--- src/rtl/layer0_pkg.sv ---
// Shared layer-0 types and defaults for the tile scheduler.
// FSM state encoding plus default layer geometry.
package layer0_pkg;

  localparam int KERNEL_SIZE = 3;
  localparam int IFM_SIZE    = 416;
  localparam int IFM_CHANNEL = 3;
  localparam int ADDR_WIDTH  = 18;
  localparam int NUM_FILTER  = 32;
  localparam int PE_COLS     = 16;
  localparam int OFM_SIZE    = IFM_SIZE;
  localparam int NUM_GRP     = NUM_FILTER / PE_COLS;

  typedef enum logic [2:0] {
    S_IDLE,
    S_LOAD_W,
    S_LOAD_IFM,
    S_COMPUTE,
    S_DRAIN,
    S_NEXT,
    S_DONE
  } sched_state_t;

endpackage

--- src/rtl/layer0_tile_scheduler_cnt.sv ---
// Nested row/group counter for the tile scheduler.
// Row is the inner loop; it saturates at the last row/group.
module sched_loop_cnt #(
  parameter int ROW_W   = 9,
  parameter int GRP_W   = 4,
  parameter int ROW_MAX = 415,
  parameter int GRP_MAX = 1
) (
  input  logic             clk,
  input  logic             rst_n,
  input  logic             i_clr,
  input  logic             i_inc,
  output logic [ROW_W-1:0] o_row,
  output logic [GRP_W-1:0] o_grp,
  output logic             o_row_last,
  output logic             o_grp_last
);
  import layer0_pkg::*;

  logic [ROW_W-1:0] r_row;
  logic [GRP_W-1:0] r_grp;
  logic             w_row_last;
  logic             w_grp_last;

  assign w_row_last = (r_row == ROW_W'(ROW_MAX));
  assign w_grp_last = (r_grp == GRP_W'(GRP_MAX));

  // Advance row; on row wrap advance group; hold at the very end
  always_ff @(posedge clk or negedge rst_n) begin
    if (!rst_n) begin
      r_row <= '0;
      r_grp <= '0;
    end else if (i_clr) begin
      r_row <= '0;
      r_grp <= '0;
    end else if (i_inc) begin
      if (!w_row_last) begin
        r_row <= r_row + 1'b1;
      end else if (!w_grp_last) begin
        r_row <= '0;
        r_grp <= r_grp + 1'b1;
      end
    end
  end

  assign o_row      = r_row;
  assign o_grp      = r_grp;
  assign o_row_last = w_row_last;
  assign o_grp_last = w_grp_last;

endmodule

--- src/rtl/layer0_tile_scheduler.sv ---
// Layer-0 tile scheduler: walks filter groups and output rows.
// Optional SCHED_PERF_CNT_EN adds the stall_cycles counter port.
module layer0_tile_scheduler #(
  parameter int KERNEL_SIZE = layer0_pkg::KERNEL_SIZE,
  parameter int IFM_SIZE    = layer0_pkg::IFM_SIZE,
  parameter int IFM_CHANNEL = layer0_pkg::IFM_CHANNEL,
  parameter int NUM_FILTER  = layer0_pkg::NUM_FILTER,
  parameter int PE_COLS     = layer0_pkg::PE_COLS,
  parameter int ROW_W       = 9,
  parameter int GRP_W       = 4
) (
  input  logic             clk,
  input  logic             rst_n,
  input  logic             start,
  input  logic             wgt_done,
  input  logic             ifm_done,
  input  logic             array_done,
  input  logic             ofm_done,
  output logic             wgt_load,
  output logic             ifm_load,
  output logic             compute_en,
  output logic [ROW_W-1:0] row_idx,
  output logic [GRP_W-1:0] grp_idx,
  output logic             busy,
`ifdef SCHED_PERF_CNT_EN
  output logic [31:0]      stall_cycles,
`endif
  output logic             layer_done
);
  import layer0_pkg::*;

  localparam int GRP_N = NUM_FILTER / PE_COLS;

  if ((IFM_SIZE - 1) >= (1 << ROW_W)) begin : g_bad_row_w
    $error("ROW_W too narrow for IFM_SIZE-1");
  end
  if ((GRP_N - 1) >= (1 << GRP_W)) begin : g_bad_grp_w
    $error("GRP_W too narrow for group count");
  end
  if ((NUM_FILTER % PE_COLS) != 0 || NUM_FILTER < PE_COLS) begin : g_bad_grp
    $error("NUM_FILTER must be a multiple of PE_COLS");
  end
  if ((KERNEL_SIZE % 2) == 0 || KERNEL_SIZE > IFM_SIZE
      || IFM_CHANNEL < 1) begin : g_bad_geom
    $error("invalid kernel/channel geometry");
  end

  sched_state_t r_state;
  sched_state_t w_state_n;
  logic         w_inc;
  logic         w_clr;
  logic         w_row_last;
  logic         w_grp_last;
  logic         r_wgt_load;
  logic         r_ifm_load;
  logic         r_compute_en;
  logic         r_busy;
  logic         r_layer_done;

  sched_loop_cnt #(
    .ROW_W   (ROW_W),
    .GRP_W   (GRP_W),
    .ROW_MAX (IFM_SIZE - 1),
    .GRP_MAX (GRP_N - 1)
  ) u_cnt (
    .clk        (clk),
    .rst_n      (rst_n),
    .i_clr      (w_clr),
    .i_inc      (w_inc),
    .o_row      (row_idx),
    .o_grp      (grp_idx),
    .o_row_last (w_row_last),
    .o_grp_last (w_grp_last)
  );

  // Next-state and counter control
  always_comb begin
    w_state_n = r_state;
    w_inc     = 1'b0;
    w_clr     = 1'b0;
    unique case (r_state)
      S_IDLE: begin
        if (start) begin
          w_clr     = 1'b1;
          w_state_n = S_LOAD_W;
        end
      end
      S_LOAD_W:   if (wgt_done)   w_state_n = S_LOAD_IFM;
      S_LOAD_IFM: if (ifm_done)   w_state_n = S_COMPUTE;
      S_COMPUTE:  if (array_done) w_state_n = S_DRAIN;
      S_DRAIN:    if (ofm_done)   w_state_n = S_NEXT;
      S_NEXT: begin
        w_inc = 1'b1;
        if (!w_row_last)      w_state_n = S_LOAD_IFM;
        else if (!w_grp_last) w_state_n = S_LOAD_W;
        else                  w_state_n = S_DONE;
      end
      S_DONE:  w_state_n = S_IDLE;
      default: w_state_n = S_IDLE;
    endcase
  end

  // State register and registered outputs decoded from next state
  always_ff @(posedge clk or negedge rst_n) begin
    if (!rst_n) begin
      r_state      <= S_IDLE;
      r_wgt_load   <= 1'b0;
      r_ifm_load   <= 1'b0;
      r_compute_en <= 1'b0;
      r_busy       <= 1'b0;
      r_layer_done <= 1'b0;
    end else begin
      r_state      <= w_state_n;
      r_wgt_load   <= (w_state_n == S_LOAD_W)
                      && (r_state != S_LOAD_W);
      r_ifm_load   <= (w_state_n == S_LOAD_IFM)
                      && (r_state != S_LOAD_IFM);
      r_compute_en <= (w_state_n == S_COMPUTE);
      r_busy       <= (w_state_n != S_IDLE);
      r_layer_done <= (w_state_n == S_DONE);
    end
  end

  assign wgt_load   = r_wgt_load;
  assign ifm_load   = r_ifm_load;
  assign compute_en = r_compute_en;
  assign busy       = r_busy;
  assign layer_done = r_layer_done;

`ifdef SCHED_PERF_CNT_EN
  logic [31:0] r_stall;

  // Count cycles spent waiting on loads or write-back
  always_ff @(posedge clk or negedge rst_n) begin
    if (!rst_n) begin
      r_stall <= '0;
    end else if (r_state == S_IDLE && start) begin
      r_stall <= '0;
    end else if (r_state == S_LOAD_W || r_state == S_LOAD_IFM
                 || r_state == S_DRAIN) begin
      r_stall <= r_stall + 32'd1;
    end
  end

  assign stall_cycles = r_stall;
`endif

endmodule

--- config.mk ---
export PLATFORM = sky130hd
export DESIGN_NAME = layer0_tile_scheduler
export DESIGN_NICKNAME = d
export VERILOG_FILES = /design/src/rtl/layer0_pkg.sv /design/src/rtl/layer0_tile_scheduler_cnt.sv /design/src/rtl/layer0_tile_scheduler.sv
export SDC_FILE = /design/constraint.sdc
export NUM_CORES = 1
export LEC_CHECK = 0
export BUFFER_PORTS_ARGS = -buffer_cell sky130_fd_sc_hd__buf_4
export CORE_UTILIZATION = 53
export CTS_CLUSTER_SIZE = 10
export DETAILED_ROUTE_END_ITERATION = 10
export GPL_TIMING_DRIVEN = 0
export PLACE_DENSITY = 0.8
export SLEW_MARGIN = 5
export SYNTH_ARGS = -nofsm -noshare
export SYNTH_HDL_FRONTEND = slang
export SYNTH_SLANG_ARGS = --single-unit
--- constraint.sdc ---
create_clock -name clk -period 2.6 [get_ports clk]
set_input_delay 0.26 -clock clk [delete_from_list [all_inputs] [get_ports clk]]
set_output_delay 0.26 -clock clk [all_outputs]
set_load 0.01 [all_outputs]
# == Word level (Yosys, flattened, before mapping) ==
# Index checks and enable logic that the tools add are counted.
# W data, S select, Z words.
# totals
regBits,21
inputBits,7
# classes
n_reduce_logical,8
n_addsub,2
mux,19
eq_ne,15
# op_table
operator,count
$mux W9,4
$mux W3,7
$pmux W3 S6,1
$mux W4,4
$eq A3 B2 Y1 const B,4
$add A9 B1 Y9 const B,1
$eq A3 B3 Y1 const B,3
$eq A9 B9 Y1 const B,1
$eq A3 B1 Y1 const B,2
$ne A3 B2 Y1 const B,2
$add A4 B1 Y4 const B,1
$eq A4 B1 Y1 const B,1
$reduce_bool A2 Y1,2
$logic_not A3 Y1,1
$mux W1,3
$ne A3 B1 Y1 const B,1
$reduce_and A3 Y1,1
$reduce_bool A3 Y1,1
$logic_and A1 B1 Y1,2
$ne A2 B1 Y1 const B,1
$reduce_and A2 Y1,1

# == Depth between registers and ports, before layout ==
# depth
depth_word,6
depth_mapped,6
ltp_nobuf,6

# == Modules after synthesis ==
# A second synthesis with hierarchy kept.
# unflattened
hier_cells,139
hier_area_um2,1295.0
# modules_own_cells
mod,area_per_inst_um2,cells_per_inst,n_inst,seq_area_each_um2
sched_loop_cnt,900.9,101,1,325.3
layer0_tile_scheduler,394.1,38,1,200.2

# == Worst setup path before layout ==
# OpenSTA, ideal clock, no wires.
# synth_timing
path_type,register -> register
startpoint,"register u_cnt.r_grp[1], in the netlist u_cnt.o_grp[1]"
endpoint,"register r_busy, in the netlist busy"
required_ps,2469
setup_time_ps,131
stages_incl_launch_ff,7
arrival_ps,1778
path_buffers,0
setup_slack_ps,691
cell_sequence,dfrtp_1 inv_1 ha_1 nor3b_2 nor4_2 or4_4 or3_1
# synth_via
elab_chain_len,5
# synth_lines
element,line_no,source
"start, declared",layer0_tile_scheduler_cnt.sv:21,logic [GRP_W-1:0] r_grp;
"start signal, assigned",layer0_tile_scheduler_cnt.sv:41,r_grp <= r_grp + 1'b1;
$eq A4 B1 Y1,layer0_tile_scheduler_cnt.sv:26,assign w_grp_last = (r_grp == GRP_W'(GRP_MAX));
$mux W3,layer0_tile_scheduler.sv:95,else if (!w_grp_last) w_state_n = S_LOAD_W;
$mux W3,layer0_tile_scheduler.sv:94,if (!w_row_last) w_state_n = S_LOAD_IFM;
$pmux W3 S6,layer0_tile_scheduler.sv:81,unique case (r_state)
named net w_state_n[0],layer0_tile_scheduler.sv:49,sched_state_t w_state_n;
$reduce_bool A3 Y1,layer0_tile_scheduler.sv:119,r_busy <= (w_state_n != S_IDLE);
"end signal, assigned",layer0_tile_scheduler.sv:119,
"end, declared",layer0_tile_scheduler.sv:57,logic r_busy;
# The timed path passes the listed nets, and every way through them passes these cells.
# A chain may end at the register's enable or synchronous reset.

# == Worst setup path in the final report ==
# layout_timing
startpoint,"register u_cnt.r_grp[1], in the netlist u_cnt.o_grp[1]"
endpoint,"register u_cnt.r_row[2], in the netlist u_cnt.o_row[2]"
# layout_via
elab_chain_len,3
# layout_lines
element,line_no,source
$eq A4 B1 Y1,layer0_tile_scheduler_cnt.sv:26,
$ne A3 B2 Y1 (no line),-,
$reduce_and A2 Y1 (no line),-,
"end signal, assigned",layer0_tile_scheduler_cnt.sv:38,r_row <= r_row + 1'b1;
"end, declared",layer0_tile_scheduler_cnt.sv:20,logic [ROW_W-1:0] r_row;
# No other way between the ends.

==> metrics.md <==
| Metric | Value |
|---|---|
| CP Launch Type | flip-flop |
| Clock latency on the worst-skew pair | 0.31 ns |
| H-tree depth | 1 |
| PostCTS Resize Cnt | 0 |
| Critical-path maximum fanout | 8 |
| CTS sink count | 21 |
| Pre-CTS setup slack | 0.461 ns |
| Post-Syn Instances | 114 |
| Fin crit share | 81.0% |
| R2r setup slk | 0.49 ns |
| Initial antenna violation count | 0 |
| Cell Count, Final, Fillers Out | 170 |
| Crit-path slowest cell | nor3_1 |
| TritonRoute pass-1 iters | 4 |
| Clock Path Buffers | 2 |
| Seq/Total Area, Yosys | roughly 46% |
| Cell Pwr Density | between 600 and 700 nW/um2 |
| Initial Util | 57.6% |
| Cell area after synthesis | ~1200 um2 |
| Vias in the first global route | around 870 |
| CTS root buf | clkbuf_4 |
| Gr usage total | around 22% |
| Layout Nets | 154 |
| Worst-path clk slew | 0.13 ns |
| Max IR drop VDD | ~0.62 mV |
| Die width | 48.6 um |
| Top cells by instance count after synthesis | 21 x dfrtp_1, 14 x a21oi_1, 8 x nand3_1, 8 x o21ai_0, 6 x or3_1 |
| Layout cells sized above 1 | approximately 31% |
| Number of synthesized register bits | 21 |
| Final hold violations | 0 |
| Leakage | 0.642 nW |
| Detail Route Antenna Nets | 0 |
| Max incr delay on CP | 0.53 ns |
| Remaining global-route overflow | 0 |
| Die Height | 48.6 um |
| Synth area leaders | dfrtp_1 46%, a21oi_1 6.1%, nand3_1 3.5% |
| Last weighted congestion value of the routability-driven placer | 0.850 |
| EDFF count, synth | 0 |
| Setup-failing EPs final | 0 |
| CTS tree | built |
| N_diodes | 0 |
| Predominant post-synthesis flop cell | dfrtp_1 |
| Reg-to-Reg End | u_cnt.o_row[2]$_DFFE_PN0P_ |
| RSZ-0062 raised after global routing | no |
| Ys async rst share | 100% |
| I/O pin count | 25 |
| Worst R2R Start | u_cnt.o_grp[1]$_DFFE_PN0P_ |
| Area grow syn2layout | 22.4% |
| Most frequent cell after synthesis | dfrtp_1 |
| Cts bufs inserted | 3 |
| Clk_skew | 0.0124 ns |
| IO Port Bufs | 24 |
| First-pass GRT wire length | 4060 um |
| Hold/Removal Path Class | primary input to flip-flop |
| Worst EP arrival | 2.34 ns |
| Worst Hold Launch | array_done |
| Yosys warning total | 0 |
| Via count | 990 |
| Hold EP | compute_en$_DFF_PN0_ |
| Number of max-cap violations | 0 |
| Crit path capture type | flip-flop |
| Worst slew margin | 52.0% |
| Wire per inst | 14.0 um |
| Die ar. | 2360 um2 |
| Via density | roughly 5.8 |
| Worst hold path depth | 3 |
| Largest net degree at the start of global routing | 22 |
| Core Footprint | 2000 um2 |
| Cell-by-cell trace of the critical path | inv_1, ha_1, or3b_2, nor3_1, o21ai_0, a21oi_1 |
| Residual DRC count | 0 |
| Leading area contributor after synthesis | dfrtp_1 |
| Setup CP Type | flip-flop to flip-flop |
| Avg Synthesized Cell Area | 10.1 um2 |
| Top cell type's share of synthesized area | a little under half |
| Routed WL | 2390 um |
| Final min period | 2.11 ns |
| Worst setup margin | 0.494 ns |
| Fmax | 0.475 GHz |
| Post-DP HPWL | 1710 um |
| Status | finished, final reports clean |
| Worst Max-Slew Pin Slew | between 0.7 and 0.8 ns |
| Worst Reg2Reg Path Length in Cells | 6 |
| Setup TNS | 0 ns |
| Syn nets | 124 |
| Cell variety after synth | 37 |
| Initial DRC Count | 20 |
| CP required | 2.83 ns |
| Row count | 16 |
| Slew Limit Fails | 0 |
| Dpl cells | 165 |
==> per-stage QoR <==
stage	instance area [um2]	total power [W]	hold WS (ns)	util [%]
global placement	1370	0.000800	0.155	68.3
floorplan	1150	0.000682	-0.0356	-
finish	1410	0.000967	0.219	70.4
global route	1410	0.00103	0.251	70.4
CTS	1400	0.000964	0.230	70.1
detailed placement	1370	0.000807	0.158	68.3
==> final cells by class <==
cell class                 instances  area, um2
sequential                        21        526
tap                               27       33.8
clock inverter                     1       5.00
clock buffer                       3       22.5
timing repair buffer              25        190
multi-input combinational         86        596
inverter                           3       11.3
fill                             161        592
buffer                             4       26.3
==> worst max path at each step <==
stage                                     from                    endpoint
global placement          r_state[2]$_DFF_PN0_          ifm_load$_DFF_PN0_
finish              u_cnt.o_grp[1]$_DFFE_PN0P_  u_cnt.o_row[2]$_DFFE_PN0P_
global route        u_cnt.o_grp[1]$_DFFE_PN0P_  u_cnt.o_row[4]$_DFFE_PN0P_
CTS                       r_state[0]$_DFF_PN0_          ifm_load$_DFF_PN0_
detailed placement        r_state[0]$_DFF_PN0_          ifm_load$_DFF_PN0_
floorplan           u_cnt.o_grp[1]$_DFFE_PN0P_              busy$_DFF_PN0_
==> cell usage in the layout (no fill, tap or decap), types with 2 or more instances in the layout <==
master / Yosys / routed
buf_4: 3 / 27
dfrtp_1: 21 / 21
a21oi_1: 14 / 14
nand3_1: 8 / 8
o21ai_0: 8 / 8
or3_1: 6 / 6
nor2_1: 5 / 5
nand2_1: 4 / 4
nand4_1: 4 / 4
inv_1: 3 / 3
nand2b_1: 3 / 3
ha_1: 3 / 3
clkbuf_4: 0 / 3
or2b_1: 2 / 2
or3b_2: 2 / 2
nand3b_1: 2 / 2
and3b_2: 2 / 2
o31ai_1: 2 / 2
nor3_1: 2 / 2
==> sequential cells by signal, summed over array words and instances, names as in the netlist <==
| signal | cells |
|---|---|
| busy | 1 |
| compute_en | 1 |
| ifm_load | 1 |
| layer_done | 1 |
| r_state | 3 |
| u_cnt.o_grp | 4 |
| u_cnt.o_row | 9 |
| wgt_load | 1 |
==> critical path: cells and delay by family, from the launching register on <==
kind	cells	cell delay, ns
compound gates	2	0.36
fa+ha+maj	1	0.14
buf+inv	1	0.07
flops	1	0.45
simple gates	2	1.00
==> per-layer routing <==
layer	share of wire [%]	vias up	track usage, %
li1	-	487	-
met3	4.6	2	2.83
met2	47	31	35.0
met4	0.54	0	5.88
met1	47	470	31.8
met5	0	-	0
==> cells by family (layout without fill, tap and decap cells) <==
family / after synthesis / count (layout) / share of synthesized area [%]
AOI/OAI and AO/OA: 27 / 27 / 13.0
xor gates and xnor gates: 2 / 2 / 1.52
adders and majority gates: 3 / 3 / 3.26
buffers and inverters: 7 / 36 / 3.26
DFF: 21 / 21 / 45.6
muxes: 2 / 2 / 1.85
and+or+nand+nor: 52 / 52 / 31.5
==> report_power, final <==
group          switching (W)  total, W  internal, W
Sequential         0.0000506  0.000437     0.000387
Clock               0.000102  0.000160    0.0000574
Combinational       0.000184  0.000370     0.000186
==> what timing repair did <==
item / 4_1_cts / 5_1_grt
endpoints found under the hold margin: 21 / 0
buffers inserted: 0 / 0
hold buffers: 1 / 0
Power figures use the tool's default switching activity.
